===== src/rtl/demapper_scheduler.sv =====
// OFDM demapper scheduler: tracks bin/symbol position of the FFT stream, forwards
// only bins inside two programmable bands, and sequences start/stop/symbol-budget runs.
module demapper_scheduler #(
  parameter int C_S00_AXIS_TDATA_WIDTH = 32,
  parameter int C_M00_AXIS_TDATA_WIDTH = 32,
  parameter int FFT_LOG2               = 10
) (
  input  logic                                  s00_axis_aclk,
  input  logic                                  s00_axis_aresetn,
  output logic                                  s00_axis_tready,
  input  logic [C_S00_AXIS_TDATA_WIDTH-1:0]     s00_axis_tdata,
  input  logic [(C_S00_AXIS_TDATA_WIDTH/8)-1:0] s00_axis_tstrb,
  input  logic                                  s00_axis_tlast,
  input  logic                                  s00_axis_tvalid,
  output logic                                  m00_axis_tvalid,
  output logic [C_M00_AXIS_TDATA_WIDTH-1:0]     m00_axis_tdata,
  output logic [(C_M00_AXIS_TDATA_WIDTH/8)-1:0] m00_axis_tstrb,
  output logic                                  m00_axis_tlast,
  input  logic                                  m00_axis_tready,
  input  logic                                  ctrl_start,
  input  logic                                  ctrl_stop,
  input  logic [FFT_LOG2-1:0]                   cfg_lo_first,
  input  logic [FFT_LOG2-1:0]                   cfg_lo_last,
  input  logic [FFT_LOG2-1:0]                   cfg_hi_first,
  input  logic [FFT_LOG2-1:0]                   cfg_hi_last,
  input  logic [15:0]                           cfg_num_symbols,
  output logic                                  sts_busy,
  output logic                                  sts_done,
  output logic [15:0]                           sts_symbol_count,
  output logic                                  sts_sync_err
);

  localparam logic [FFT_LOG2-1:0] LAST_BIN = '1;

  typedef enum logic [1:0] {IDLE, RUN, STOPPING} state_t;

  state_t state, state_next;

  logic [FFT_LOG2-1:0] lo_first, lo_last, hi_first, hi_last;
  logic [15:0]         num_symbols;
  logic [FFT_LOG2-1:0] bin;
  logic [FFT_LOG2-1:0] last_kept;
  logic [15:0]         count_inc;
  logic                accept, bin_wrap, boundary, budget_hit, keep, start, end_run;

  assign s00_axis_tready = (state != IDLE) && (!m00_axis_tvalid || m00_axis_tready);
  assign accept          = s00_axis_tvalid && s00_axis_tready;
  assign bin_wrap        = (bin == LAST_BIN);
  assign boundary        = accept && (bin_wrap || s00_axis_tlast);
  assign count_inc       = (sts_symbol_count == 16'hFFFF) ? sts_symbol_count
                                                          : sts_symbol_count + 16'd1;
  assign budget_hit      = (num_symbols != 16'd0) && (count_inc == num_symbols);
  // A band whose first index exceeds its last naturally matches no bin.
  assign keep            = ((bin >= lo_first) && (bin <= lo_last)) ||
                           ((bin >= hi_first) && (bin <= hi_last));
  assign last_kept       = (hi_first <= hi_last) ? hi_last : lo_last;
  assign start           = (state == IDLE) && ctrl_start;
  assign sts_busy        = (state != IDLE);

  always_ff @(posedge s00_axis_aclk or negedge s00_axis_aresetn) begin
    if (!s00_axis_aresetn) begin
      state <= IDLE;
    end else begin
      state <= state_next;
    end
  end

  always_comb begin
    state_next = state;
    end_run    = 1'b0;
    case (state)
      IDLE: begin
        if (ctrl_start) begin
          state_next = RUN;
        end
      end
      RUN: begin
        if (boundary && (budget_hit || ctrl_stop)) begin
          state_next = IDLE;
          end_run    = 1'b1;
        end else if (ctrl_stop) begin
          state_next = STOPPING;
        end
      end
      STOPPING: begin
        if (boundary) begin
          state_next = IDLE;
          end_run    = 1'b1;
        end
      end
      default: state_next = IDLE;
    endcase
  end

  always_ff @(posedge s00_axis_aclk or negedge s00_axis_aresetn) begin
    if (!s00_axis_aresetn) begin
      lo_first         <= '0;
      lo_last          <= '0;
      hi_first         <= '0;
      hi_last          <= '0;
      num_symbols      <= '0;
      bin              <= '0;
      sts_symbol_count <= '0;
      sts_sync_err     <= 1'b0;
      sts_done         <= 1'b0;
    end else begin
      sts_done <= end_run;
      if (start) begin
        lo_first         <= cfg_lo_first;
        lo_last          <= cfg_lo_last;
        hi_first         <= cfg_hi_first;
        hi_last          <= cfg_hi_last;
        num_symbols      <= cfg_num_symbols;
        bin              <= '0;
        sts_symbol_count <= '0;
        sts_sync_err     <= 1'b0;
      end else if (accept) begin
        // An early input tlast realigns the counter to the next symbol.
        bin <= boundary ? '0 : bin + FFT_LOG2'(1);
        if (boundary) begin
          sts_symbol_count <= count_inc;
        end
        if (s00_axis_tlast && !bin_wrap) begin
          sts_sync_err <= 1'b1;
        end
      end
    end
  end

  always_ff @(posedge s00_axis_aclk or negedge s00_axis_aresetn) begin
    if (!s00_axis_aresetn) begin
      m00_axis_tvalid <= 1'b0;
      m00_axis_tdata  <= '0;
      m00_axis_tstrb  <= '0;
      m00_axis_tlast  <= 1'b0;
    end else if (accept && keep) begin
      m00_axis_tvalid <= 1'b1;
      m00_axis_tdata  <= s00_axis_tdata;
      m00_axis_tstrb  <= s00_axis_tstrb;
      m00_axis_tlast  <= (bin == last_kept);
    end else if (m00_axis_tready) begin
      m00_axis_tvalid <= 1'b0;
    end
  end

endmodule


===== config.mk =====
export PLATFORM = sky130hd
export DESIGN_NAME = demapper_scheduler
export DESIGN_NICKNAME = d
export VERILOG_FILES = /design/src/rtl/demapper_scheduler.sv
export SDC_FILE = /design/constraint.sdc
export NUM_CORES = 1
export LEC_CHECK = 0
export ABC_CLOCK_PERIOD_IN_PS = 4100
export CORE_MARGIN = 8
export CORE_UTILIZATION = 52
export CTS_CLUSTER_SIZE = 10
export DETAILED_ROUTE_END_ITERATION = 16
export PLACE_DENSITY = 0.88
export SLEW_MARGIN = 10
export SYNTH_ARGS = -nofsm -noshare
export SYNTH_HDL_FRONTEND = slang
export SYNTH_SLANG_ARGS = --single-unit

===== constraint.sdc =====
create_clock -name s00_axis_aclk -period 4.1 [get_ports s00_axis_aclk]
set_clock_uncertainty 0.2 [all_clocks]
set_input_delay 1.025 -clock s00_axis_aclk [delete_from_list [all_inputs] [get_ports s00_axis_aclk]]
set_output_delay 1.025 -clock s00_axis_aclk [all_outputs]
set_load 0.02 [all_outputs]

; After elaboration in Yosys (flattened, before gate mapping)
; Cells that the tools add are included.
[totals]
ff_bits = 124
inputBits = 99
out_inout_bits = 58
[op_classes]
addsub = 2
n_lt_le_gt_ge = 5
n_eq_ne = 9
n_mux = 21
n_reduce_logical = 26
[ops]
columns = operator, count
row1 = 16-bit two-way mux, 4
row2 = 10-bit two-way mux, 4
row3 = 10-bit <= comparator, 3
row4 = 10-bit >= comparator, 2
row5 = "16-bit by 1-bit adder with 16-bit output, second input constant", 1
row6 = 16-bit == test, 1
row7 = "16-bit == test, second input constant", 1
row8 = 16-bit nonzero test, 1
row9 = "10-bit by 1-bit adder with 10-bit output, second input constant", 1
row10 = 10-bit == test, 1
row11 = "10-bit == test, second input constant", 1
row12 = 1-bit logical AND, 10
row13 = 2-bit nonzero test, 5
row14 = 2-bit two-way mux, 4
row15 = 1-bit two-way mux, 7
row16 = 2-bit one-hot mux with 3 select lines, 1
row17 = 1-bit logical OR, 4
row18 = "2-bit inequality test, second input constant", 2
row19 = 2-bit AND reduction, 2
row20 = "3-bit inequality test, second input constant", 1
row21 = 3-bit AND reduction, 1
row22 = "2-bit by 1-bit == test with 1-bit output, second input constant", 1
row23 = "2-bit == test, second input constant", 1
row24 = 1-bit logical NOT, 2
row25 = other kinds (2), 2

; Logic depth before layout (Yosys ltp)
; Gate-level depths: netlist of run 1.
[logic_depth]
depth_word = 8
mapped_depth = 12
depth_no_buf = 10

; Worst setup path after synthesis of run 1
; Ideal clock, no wire load.
[synth_path]
path_kind = register to register
startpoint = register bin[0]
endpoint = register m00_axis_tdata[13]
arrival_time_ns = 2.575
path_slack_ns = 1.200
stages_incl_launch_ff = 12
cell_sequence = dfrtp_1 -> inv_1 -> ha_1 -> nand2b_1 -> a21o_1 -> a21o_1 -> a211oi_1 -> o31ai_1 -> a32oi_1 -> buf_2 -> buf_2 -> mux2_2
[synth_between]
elab_chain_cells = 4
word_cells_on_any_way = 8
cone_classes = 4 x order compare / 4 x reduce/logical
[synth_lines]
columns = item, line_no
row1 = from (decl), 41  ; logic [FFT_LOG2-1:0] bin;
row2 = from (signal assigned), 119  ; bin <= boundary ? '0 : bin + FFT_LOG2'(1);
row3 = "10-bit >= comparator, or another cell as far along", 54  ; assign keep = ((bin >= lo_first) && (bin <= lo_last)) ||
row4 = "1-bit logical AND, on equally long branches", "54, 55"
row5 = 1-bit logical OR (*), 54
row6 = 1-bit logical AND (*), 136  ; end else if (accept && keep) begin
row7 = to (signal assigned), 138  ; m00_axis_tdata <= s00_axis_tdata;
row8 = to (decl), 16  ; output logic [C_M00_AXIS_TDATA_WIDTH-1:0] m00_axis_tdata,
; Mark *: on every way between the ends. The rest lies on a longest branch, timed or not.
; A chain may end at the register's enable or synchronous reset.

; Worst setup path in the final report of run 1
[layout_path]
startpoint = input port m00_axis_tready
endpoint = output port s00_axis_tready
[layout_between]
elab_chain_cells = 2
[layout_lines]
columns = item, line_no
row1 = from (decl), 19  ; input logic m00_axis_tready,
row2 = 1-bit logical OR, 46  ; assign s00_axis_tready = (state != IDLE) && (!m00_axis_tvalid || m00_axis_tready);
row3 = 1-bit logical AND, 46
row4 = to (decl), 10  ; output logic s00_axis_tready,
; No other way between the ends.

==> impl_metrics.tcl, run 1 <==
set metrics [dict create \
    run_status "complete, no violations" \
    coreArea_um2 13720 \
    power_density_nw_per_um2 626.5 \
    finalCriticalPeriod_ps 3547 \
    wirelength_um 19800 \
    synth.area.top_cells "dfrtp_1 (43%), ha_1 (9.6%), nand2_1 (6.5%)" \
    drc_errors 0 \
    worst-setup-path-type "primary input to output pin" \
    fin_util_pct 69.22 \
    firstDrtPassIters 5 \
    seqPwrFrac_pct 33.7 \
    leakagePower_nw 4.403 \
    r2r_setup_slack_ps 560 \
    tightest_slew_ps 859.7 \
    avgSynthCellArea_um2 9.523 \
    nets 1059 \
    synth_top_cell_area_share_pct 43.10 \
    worst_skew_pair.late_latency_ps 410 \
    viasPerCell 5.708 \
    cts_tree "yes" \
    seq_area_frac_synth_pct 43.10 \
    antenna_found_initial 0 \
    post-cts-setup-buffers 0 \
    ir_drop_uv 331.8 \
    gr-usage-all-layers_pct 22.83 \
    cts_buffers 17 \
    io_buffers 156 \
    syn_area_um2 7199 \
    setup_violations 0 \
    slew_viol_final 0 \
    total_power_mw 5.950 \
    yosysWarnings 0 \
    htree_num_levels 4 \
    syn_inst 756 \
    die-height_um 133.7 \
    cp_max_fo 3 \
    r2r-end "state[0]" \
    rows 43 \
    fin_hold_ws_ps 293.8 \
    crit_arrival_ps 2320 \
    ys_async_sr_fraction_pct 100.0 \
    clkTransAtPathRegs_ps 50 \
    m1WireLength_um 7731 \
    top_layer "met4" \
    grt_pass1_wl_um 32810 \
    overflow 0 \
    worstReg2RegStart "sts_symbol_count[8]" \
    start_kind "primary input" \
    drive_gt1_share_pct 10.02 \
    cts_sinks 124 \
    clockBufferDepth 2 \
    synth_top_area_cell "dfrtp_1" \
    io_pins 157 \
    wl_per_cell_um 18.03 \
    grt_pass1_vias 6541 \
    synth_ff_type "dfrtp_1" \
    cts_root_buffer "clkbuf_16" \
    cts_hold_buf 0 \
    netSwitchingFraction_pct 37.40 \
    dieArea_um2 17870 \
    min_to "lo_first[0]" \
    die_w_um 133.7 \
    cap_violations 0 \
    hold_depth 2 \
    internal_power_mw 3.725 \
    p_clk_share_pct 24.5 \
    r2r_cells 8 \
    cts_resized 0 \
    hold_start "lo_first[0]" \
    synth_fp_nets 910 \
    rsz0062_at_grt "no" \
    ys_ff_latch 124 \
    hold_viol 0 \
    first_iter_violations 484 \
    synth_commonest_cells "dfrtp_1 (124), nand2_1 (124), o21ai_0 (74), ha_1 (55), inv_1 (51)" \
    n_antenna_cell 0 \
    comb_power_share_pct 41.8 \
    gp_congestion 0.9103 \
    start_util_pct 52.48 \
    p_sw_mw 2.225 \
    dr_total_vias 6267 \
    relSlewSlack_pct 42.69 \
    critPathCaptureType "output pin" \
    worstPathRequired_ps 2870 \
    area.growth.synth_to_final_pct 31.91 \
    synth_cell_type_count 69 \
    worstHoldPathType "register to register" \
    setup-tns-final_ps 0 \
    postRouteAntennaNets 0 \
    wl_met3_um 1167 \
    grt_max_degree 66 \
    fin_crit_sh_pct 86.52 \
    wl_met2_um 10390 \
    dp_hpwl_um 14340 \
    synth-edff-count 0 \
    max_freq_mhz 281.9 \
]
power by group through the flow:
stage	Clock, mW	Combinational (mW)	Sequential (mW)
2_1_floorplan	0	1.42	2.11
3_3_place_gp	0	2.37	1.99
3_5_place_dp	0	2.46	2.01
4_1_cts	1.48	2.50	2.00
5_1_grt	1.55	2.76	2.06
6_report	1.46	2.48	2.01
layout make-up:
class | count | area, µm²
Sequential cell | 124 | 3103
Clock buffer | 21 | 460.4
Timing Repair Buffer | 165 | 1639
Inverter | 51 | 191.4
Clock inverter | 11 | 118.9
Multi-Input combinational cell | 546 | 3759
Fill cell | 1061 | 4223
Tap cell | 180 | 225.2
critical path: stages:
cell and delay (ps):
clkdlybuf4s50_1 500, o21a_1 180, clkdlybuf4s50_1 620
layer usage:
metal  up-vias  global-route usage, %
li1       2972                      -
met1      3049                  26.29
met2       203                  39.74
met3        43                  5.873
met4         0                  8.921
met5         -                      0
worst max path at each step:
stage | slack (ps) | to | cells past startpoint | start
5_1_grt | 290 | state[0] | 8 | sts_symbol_count[8]
6_report | 550 | s00_axis_tready | 3 | m00_axis_tready
4_1_cts | 570 | s00_axis_tready | 3 | m00_axis_tready
3_3_place_gp | 610 | s00_axis_tready | 3 | m00_axis_tready
2_1_floorplan | 1200 | m00_axis_tdata[13] | 11 | bin[0]
3_5_place_dp | 530 | state[0] | 8 | m00_axis_tready
sequential cells by signal, indices dropped and copies added, names as in the netlist:
register          cells
m00_axis_tstrb        4
bin                  10
lo_last              10
sts_sync_err          1
lo_first             10
m00_axis_tlast        1
state                 2
hi_last              10
num_symbols          16
sts_done              1
hi_first             10
m00_axis_tdata       32
m00_axis_tvalid       1
sts_symbol_count     16
metrics by stage:
step | setup slack (ps) | std cells | instance area (µm²)
5_1_grt | 288.3 | 1098 | 9497
3_3_place_gp | 614.7 | 1066 | 8917
2_1_floorplan | 1200 | 756 | 7199
4_1_cts | 568.0 | 1098 | 9497
6_report | 552.6 | 1098 | 9497
3_5_place_dp | 528.5 | 1066 | 8917
cells in the final DEF, fill, tap and decap left out, types with 6 or more instances in the layout:
cell type	count
buf_4	9
ha_1	55
nand4_1	9
mux2_2	38
nor3_1	12
clkdlybuf4s50_1	155
xnor2_1	7
clkbuf_16	17
nand3_1	18
o21ai_0	74
o31ai_1	6
nor2b_1	6
a21oi_1	20
a31oi_1	9
mux2i_1	11
nor4_1	9
nor2_1	30
dfrtp_1	124
xor2_1	22
and3_1	9
nand2_1	124
a21o_1	12
inv_1	51
logic make-up (layout without fill, tap and decap cells):
group	Yosys count	in the layout	share of synthesized area (%)
muxes	49	49	7.473
and+or+nand+nor	247	247	16.61
buffers and inverters	86	248	4.831
xor gates and xnor gates	29	29	3.528
AOI/OAI and AO/OA	166	166	14.89
adders and majority gates	55	55	9.559
DFF	124	124	43.10
(Power assumes the default switching activity.)
==> run 2: changes to the inputs <==
--- a/config.mk
+++ b/config.mk
@@ -6,12 +6,10 @@
 export NUM_CORES = 1
 export LEC_CHECK = 0
 export ABC_CLOCK_PERIOD_IN_PS = 4100
-export CORE_MARGIN = 8
 export CORE_UTILIZATION = 52
 export CTS_CLUSTER_SIZE = 10
 export DETAILED_ROUTE_END_ITERATION = 16
 export PLACE_DENSITY = 0.88
-export SLEW_MARGIN = 10
 export SYNTH_ARGS = -nofsm -noshare
 export SYNTH_HDL_FRONTEND = slang
 export SYNTH_SLANG_ARGS = --single-unit
==> run 2 against run 1 <==
Compared with the run above:
- combinational power hardly changed
- clock power fell by 5%
- via count decreased by 1.1%
- highest routed layer unchanged
- utilization up 1.6 points
- cell count fell by 0.36%
- worst setup slack better by 34 ps
- cell area fell by 0.47%
- power is 1.9% lower
- routed wire length shrank 6.2%
- die area is 20% lower
- register-to-register slack gained 150 ps
- hold slack got worse by 2.2 ps
==> impl_metrics.tcl, run 2 (synthesized netlist as in run 1, its figures left out) <==
set metrics [dict create \
    critPathMaxStageDelay_ps 610 \
    area.growth.synth_to_final_pct 31.28 \
    worstReg2RegStart "bin[0]" \
    slowest_stage "clkdlybuf4s50_1" \
    rsz0062_at_grt "no" \
    overflow 0 \
    dp_hpwl_um 13180 \
    htree_num_levels 4 \
    nets 1059 \
    rows 42 \
    clockBufferDepth 2 \
    worstPathRequired_ps 2870 \
    dr_total_vias 6198 \
    cts_sinks 124 \
    n_antenna_cell 0 \
    largestRegisters "m00_axis_tdata (32), num_symbols (16), sts_symbol_count (16)" \
    viasPerCell 5.665 \
    cts_hold_buf 0 \
    fill_cells 1019 \
    run_status "complete, no violations" \
    crit_buf_inv 2 \
    largest_register "m00_axis_tdata" \
    die_w_um 119.7 \
    gr-usage-all-layers_pct 27.18 \
    hold_viol 0 \
    r2r_cells 11 \
    clkTransAtPathRegs_ps 50 \
    firstDrtPassIters 5 \
    ir_drop_uv 378.6 \
    worst_slack_ps 586.7 \
    grt_max_degree 68 \
    worst_skew_pair.late_latency_ps 430 \
    grt_pass1_wl_um 30190 \
    total_power_mw 5.839 \
    cp_max_fo 3 \
    largest_reg_flops 32 \
    coreArea_um2 13350 \
    drive_gt1_share_pct 9.695 \
    wirelength_um 18560 \
    relSlewSlack_pct 41.64 \
    antenna_found_initial 0 \
    r2r-end "m00_axis_tdata[12]" \
    start_util_pct 53.94 \
    cp.depth 3 \
    cap_violations 0 \
    postRouteAntennaNets 0 \
    first_iter_violations 389 \
    io_pins 157 \
    worst-setup-path-type "primary input to output pin" \
    fin_crit_sh_pct 85.69 \
    setup-tns-final_ps 0 \
    crit_top_cell "clkdlybuf4s50_1" \
    cts_resized 0 \
    grt_pass1_vias 6191 \
    tightest_slew_ps 875.4 \
    die-height_um 119.7 \
    critPathLaunch "m00_axis_tready" \
    final_cell_mix "clkdlybuf4s50_1 (155), nand2_1 (124), dfrtp_1 (124), o21ai_0 (74), ha_1 (55)" \
    wl_per_cell_um 16.97 \
    r2r_setup_slack_ps 710 \
    max_freq_mhz 284.6 \
    post-cts-setup-buffers 0 \
    crit_arrival_ps 2290 \
    cts_tree "yes" \
    cp-endpoint "s00_axis_tready" \
    worstHoldPathType "register to register" \
    cts_root_buffer "clkbuf_16" \
    dp_slack_ps 553.6 \
    io_buffers 156 \
    cts_buffers 17 \
    start_kind "primary input" \
    power_density_nw_per_um2 617.8 \
    dieArea_um2 14320 \
    slew_viol_final 0 \
    leakagePower_nw 4.396 \
    crit_chain "clkdlybuf4s50_1 > o21a_1 > clkdlybuf4s50_1" \
    critPathCaptureType "output pin" \
    drc_errors 0 \
    final_common_cell "clkdlybuf4s50_1" \
    timing.critical_path.max_delay_family "buffers and inverters" \
    gp_congestion 0.9073 \
    setup_violations 0 \
    finalCriticalPeriod_ps 3513 \
]
run 2: layout make-up:
cell class	instances	area [µm²]	area share, %
Clock buffer	24	471.7	4.991
Multi-Input combinational cell	546	3759	39.77
Clock inverter	8	67.56	0.7149
Tap cell	176	220.2	2.330
Inverter	51	191.4	2.025
Timing Repair Buffer	165	1639	17.34
Sequential cell	124	3103	32.83
run 2: worst reg2reg max path, cell delays in order (launching register included):
cell	delay, ps
dfrtp_1	490
inv_1	160
ha_1	290
nand2b_1	140
a21o_1	180
a21oi_1	190
o21ai_0	110
a31oi_1	180
o21ai_0	210
a32oi_2	240
buf_4	460
mux2_2	420
run 2: stage by stage:
step / std cells / util, % / area [µm²] / hold slack [ps]
global placement: 1062 / 66.77 / 8912 / 276.5
floorplan: 756 / - / 7199 / 252.3
CTS: 1094 / 70.81 / 9452 / 295.0
finish: 1094 / 70.81 / 9452 / 291.6
detailed placement: 1062 / 66.77 / 8912 / 282.3
global route: 1094 / 70.81 / 9452 / 318.2
run 2: where the power goes:
group	internal [mW]	switching [mW]
clock network	0.857	0.532
logic	1.13	1.32
registers	1.67	0.336
run 2: worst min path at each step:
stage	from	to	depth (start not counted)
floorplan	lo_first[0]	lo_first[0]	2
global placement	lo_first[0]	lo_first[0]	2
detailed placement	lo_first[0]	lo_first[0]	2
CTS	lo_first[0]	lo_first[0]	2
global route	m00_axis_tdata[29]	m00_axis_tdata[29]	1
finish	lo_first[0]	lo_first[0]	2
run 2: routing by layer:
layer	share of wire, %	wire [µm]	GRT usage, %	up-vias
met4	3.5	642	13.52	0
met1	41	7593	33.20	2940
li1	-	-	-	2977
met2	50	9246	45.01	223
met3	5.8	1082	6.369	58
met5	0	0	0	-
